File: src/rtl/tri_seq_pkg.sv
// Shared types and default widths for the triangle-wave sequencer.
package tri_seq_pkg;

    localparam int unsigned N_DEF     = 8;
    localparam int unsigned DIV_W_DEF = 16;
    localparam int unsigned CNT_W_DEF = 8;

    typedef enum logic [2:0] {
        IDLE,
        CLEAR,
        RUN,
        PARK,
        DONE
    } state_t;

endpackage

File: src/rtl/tick_divider.sv
// Rate divider: tick is high on every (div+1)-th cycle while run is high.
module tick_divider #(
    parameter int unsigned DIV_W = 16
) (
    input  logic             clk,
    input  logic             rst,
    input  logic             clr,
    input  logic             run,
    input  logic [DIV_W-1:0] div,
    output logic             tick
);

    logic [DIV_W-1:0] cnt;
    logic             at_div;

    assign at_div = (cnt == div);
    assign tick   = run && at_div;

    // Counter wraps on equality only; div is held constant for the whole run.
    always_ff @(posedge clk or negedge rst) begin
        if (!rst) begin
            cnt <= '0;
        end else if (clr) begin
            cnt <= '0;
        end else if (run) begin
            cnt <= at_div ? '0 : cnt + DIV_W'(1);
        end
    end

endmodule

File: src/rtl/triangle_sequencer.sv
// Sequences a triangle-wave generator: clears it, paces its enable, counts
// completed periods and ends after a programmed count or a graceful stop.
module triangle_sequencer
    import tri_seq_pkg::*;
#(
    parameter int unsigned N     = N_DEF,
    parameter int unsigned DIV_W = DIV_W_DEF,
    parameter int unsigned CNT_W = CNT_W_DEF
) (
    input  logic             clk,
    input  logic             rst,
    input  logic             start,
    input  logic             stop,
    input  logic [DIV_W-1:0] div,
    input  logic [CNT_W-1:0] periods,
    input  logic [N-1:0]     tri_out,
    output logic             tri_ena,
    output logic             tri_clr,
    output logic             busy,
    output logic             done,
    output logic [CNT_W-1:0] periods_done
);

    state_t           state;
    state_t           state_nxt;
    logic [DIV_W-1:0] div_q;
    logic [CNT_W-1:0] per_q;
    logic             was_nz;
    logic             tri_zero;
    logic             active;
    logic             period_end;
    logic [CNT_W-1:0] pd_inc;
    logic             target_hit;

    assign tri_zero   = (tri_out == '0);
    assign active     = (state == RUN) || (state == PARK);
    assign period_end = active && tri_zero && was_nz;
    assign pd_inc     = (periods_done == '1) ? periods_done : periods_done + CNT_W'(1);
    assign target_hit = period_end && (per_q != '0) && (pd_inc == per_q);

    tick_divider #(
        .DIV_W(DIV_W)
    ) u_tick_divider (
        .clk (clk),
        .rst (rst),
        .clr (state == CLEAR),
        .run (active),
        .div (div_q),
        .tick(tri_ena)
    );

    always_ff @(posedge clk or negedge rst) begin
        if (!rst) begin
            state <= IDLE;
        end else begin
            state <= state_nxt;
        end
    end

    // Reaching the programmed count beats a concurrent stop request.
    always_comb begin
        state_nxt = state;
        case (state)
            IDLE:    if (start) state_nxt = CLEAR;
            CLEAR:   state_nxt = stop ? DONE : RUN;
            RUN: begin
                if (target_hit) begin
                    state_nxt = DONE;
                end else if (stop) begin
                    state_nxt = PARK;
                end
            end
            PARK:    if (tri_zero) state_nxt = DONE;
            DONE:    state_nxt = IDLE;
            default: state_nxt = IDLE;
        endcase
    end

    always_ff @(posedge clk or negedge rst) begin
        if (!rst) begin
            tri_clr <= 1'b0;
            busy    <= 1'b0;
            done    <= 1'b0;
        end else begin
            tri_clr <= (state_nxt == CLEAR);
            busy    <= (state_nxt inside {CLEAR, RUN, PARK});
            done    <= (state_nxt == DONE);
        end
    end

    // Run parameters, period counter and the "generator has left zero" flag.
    always_ff @(posedge clk or negedge rst) begin
        if (!rst) begin
            div_q        <= '0;
            per_q        <= '0;
            periods_done <= '0;
            was_nz       <= 1'b0;
        end else begin
            if ((state == IDLE) && start) begin
                div_q        <= div;
                per_q        <= periods;
                periods_done <= '0;
            end else if (period_end) begin
                periods_done <= pd_inc;
            end

            if (state == CLEAR) begin
                was_nz <= 1'b0;
            end else if (state != IDLE) begin
                was_nz <= !tri_zero;
            end
        end
    end

endmodule

File: config.mk
export PLATFORM = sky130hd
export DESIGN_NAME = triangle_sequencer
export DESIGN_NICKNAME = d
export VERILOG_FILES = /design/src/rtl/tri_seq_pkg.sv /design/src/rtl/tick_divider.sv /design/src/rtl/triangle_sequencer.sv
export SDC_FILE = /design/constraint.sdc
export NUM_CORES = 1
export LEC_CHECK = 0
export CAP_MARGIN = 10
export CORE_ASPECT_RATIO = 1.75
export CORE_MARGIN = 1.5
export CORE_UTILIZATION = 48
export CTS_BUF_LIST = sky130_fd_sc_hd__clkbuf_16
export DETAILED_ROUTE_END_ITERATION = 8
export PLACE_DENSITY_LB_ADDON = 0.1
export REMOVE_ABC_BUFFERS = 1
export SETUP_SLACK_MARGIN = 0.2
export SLEW_MARGIN = 20
export SYNTH_ARGS = -nofsm -noshare
export SYNTH_HDL_FRONTEND = slang
export SYNTH_SLANG_ARGS = --single-unit
export TNS_END_PERCENT = 10
File: constraint.sdc
create_clock -name clk -period 2.01 [get_ports clk]
set_clock_uncertainty 0.15 [all_clocks]
set_input_delay 0.402 -clock clk [delete_from_list [all_inputs] [get_ports clk]]
set_output_delay 0.402 -clock clk [all_outputs]
set_load 0.005 [all_outputs]
==> results.toml <==
[run_status]
run_status = "finished, violations left"
violations = "setup timing"

[timing]
maxSlewHeadroom_pct = 77.1
finalHoldViolations = 0
clock.fmax_mhz = 446
worst_pin_slew_ps = 341
rsz0062_at_grt = "true"
setup_violations = 20
tns_ps = -2840
layout_min_cycle_time_ps = 2240
report.final.slew_viol_count = 0
layout_setup_ws_ps = -231
period_share_pct = 112

[route]
drt_first_pass_iters = 4
routed_wl_um = 7120
met2_length_um = 4190
m1WireLength_um = 2520
dr.first_iter.drc_count = 71
drc = 0
top_layer = "met4"
drtAntennaViolNets = 0
vias = 2508
wl_per_cell_um = 15.3
vias_per_cell = 5.38
route.met3.wl_um = 211

[yosys]
synth_compound_area_share_pct = 8.97
synthMuxAreaShare_pct = 10.7
yosysTopAreaCellShare_pct = 45.9
synth_seq_cells = 55
synth-xor-area-share_pct = 11.1
synthSimpleGateAreaFrac_pct = 19.6
synth_top_family_by_area = "simple AND/OR/NAND/NOR gates"
synth_cells = 284
ys_seq_area_share_pct = 45.9
synthArstFlopShare_pct = 100
synth_flop_cell = "dfrtp_1"
syn_area_um2 = 3000
ys.warnings.count = 0
yosysUniqueCellTypes = 52
synthAdderAreaFrac_pct = 0.834
synth_area_leaders = "dfrtp_1 (46%), mux2_2 (9.4%), xor2_1 (7.3%)"
avgSynthCellArea_um2 = 10.6
synth_top_area_cell = "dfrtp_1"
synth_edf_count = 0

[placed_design]
gp_congestion = 0.863
dp_hpwl_um = 5450
io_buffers = 47
place_ws_ps = -435

[setup_path]
cp_max_fo = 2
critical-path-top-delay-family = "simple AND/OR/NAND/NOR gates"
worst-path-buf-inv = 2
cp_cell_sequence = "xor2_1 > nor4_1 > buf_4 > nand4_1 > nor2_1 > buf_2"
critPathRequiredTime_ps = 1460
worstSetupStartpointType = "flop"
end_kind = "output pin"
critical-path-max-stage-delay_ps = 390
cp_slowest_cell = "dfrtp_1"
cp.arrival_ps = 1690
worstSetupPathType = "reg -> out"
r2r_setup_slack_ps = -160

[global_route]
grt_pass1_wl_um = 11700
antenna_found_initial = 0
grt_use_total_pct = 22.2
grt_max_degree = 56
overflow = 0
grt_pass1_vias = 2634

[layout]
mostFrequentLayoutCell = "dfrtp_1"
regArea_um2 = 1380
diodes = 0
fillers = 494
final_cell_mix = "dfrtp_1 (53), buf_4 (48), clkdlybuf4s50_1 (37)"
final_nets = 423
drive_gt1_share_pct = 30.3
syn2layout_area_growth_pct = 39.6
multiInputGateArea_um2 = 1600

[clock_network]
cts_max_level = 2
worstSkewPairLatency_ps = 280
clkSinkCount = 55
cts_buffers = 5
clkSlewWorstSetupHoldPaths_ps = 70
clockRootBuffer = "clkbuf_16"
clock_path_buffers = 2
cts_tree = "yes"

[floorplanning]
die_x_um = 62.8
die_y_um = 108
placeableCoreArea_um2 = 6130
ios = 48
start_util_pct = 48.9
rows = 38
dieArea_um2 = 6750

[flow_run]
cap_violations = 0

[power_and_ir_drop]
p_leak_uw = 0.00190
pwr_density_cell_nw_per_um2 = 1030
ir_drop_uv = 548

[worst_hold_path]
hold_path.class = "reg -> reg"
[path summary, 6_finish.rpt]
check,startpoint,cells past startpoint,endpoint
worst max-delay path,u_tick_divider.cnt[7],6,tri_ena
worst min-delay path,div_q[10],1,div_q[10]
worst max register to register,u_tick_divider.cnt[7],9,u_tick_divider.cnt[10]
worst min register to register,div_q[10],1,div_q[10]
max in group asynchronous,rst,3,periods_done[3]
min in group asynchronous,rst,3,div_q[9]
[per-stage QoR]
stage / std cells / total power (µW) / hold slack, ps / utilization, % / area (µm²)
2_1_floorplan: 274 / 2740 / -43.6 / - / 2940
3_3_place_gp: 456 / 3380 / 272 / 64.3 / 3950
3_5_place_dp: 456 / 3430 / 272 / 64.3 / 3950
4_1_cts: 466 / 4310 / 383 / 67.6 / 4150
5_1_grt: 466 / 4570 / 394 / 68.3 / 4190
6_report: 466 / 4300 / 379 / 68.3 / 4190
[flip-flops by register name, indices dropped and copies added (netlist names)]
register / count
busy: 1
state: 3
periods_done: 8
tri_clr: 1
div_q: 16
was_nz: 1
done: 1
per_q: 8
u_tick_divider.cnt: 16
[synth_stat cells (2+ instances only)]
cell	n
a211oi_1	2
a21oi_1	10
a2bb2oi_1	2
a31o_1	2
a31oi_1	5
and2_1	4
and3_1	5
and4_2	2
buf_2	7
dfrtp_1	55
ha_1	2
inv_1	8
mux2_2	25
mux2i_1	4
nand2_1	20
nand2b_1	2
nand3_1	6
nand4_1	7
nor2_1	27
nor2b_1	2
nor3_1	7
nor4_1	6
nor4_2	3
o21ai_0	6
o22ai_1	2
xnor2_1	13
xor2_1	25
[report_power, final]
group	switching, µW	leakage [µW]	total (µW)	internal (µW)
combinational	767	0.00113	1700	932
clock	385	0.0000740	847	462
sequential	303	0.000697	1750	1450
[worst reg2reg max path, stage by stage (launching register included)]
cell	delay [ps]
dfrtp_1	390
xor2_1	160
nor4_1	280
buf_4	160
nand4_1	160
buf_4	200
mux2_4	270
nor2_4	100
buf_12	140
nor2_1	60
[final cells by class]
cell class	instances	share of cell area, %
Sequential cell	55	32.9
Tap cell	80	2.39
Multi-Input combinational cell	211	38.3
Clock inverter	3	0.448
Clock buffer	5	2.99
Timing Repair Buffer	104	22.3
Inverter	8	0.717
[timing repair]
| action | 4_1_cts | 5_1_grt |
|---|---|---|
| gates cloned | 0 | 0 |
| pin swaps | 6 | 6 |
| hold endpoints to repair | 55 | 0 |
| setup buffers | 1 | 0 |
| hold buffers | 1 | 0 |
| gates resized for setup | 24 | 11 |
| setup endpoints to repair | 59 | 54 |
[per-layer routing]
metal | global-route usage [%] | vias up
met2 | 46.7 | 60
met5 | 0 | -
met3 | 2.93 | 16
met4 | 7.94 | 0
li1 | - | 1207
met1 | 20.9 | 1225
[kinds of logic (layout without fill, tap and decap cells)]
group                      after synthesis  in the layout
xor gates and xnor gates                38             38
and+or+nand+nor                        103            103
AOI/OAI and AO/OA                       39             39
muxes                                   29             29
buffers and inverters                   18            120
adders and majority gates                2              2
DFF                                     55             55
Power figures use the tool's default switching activity.
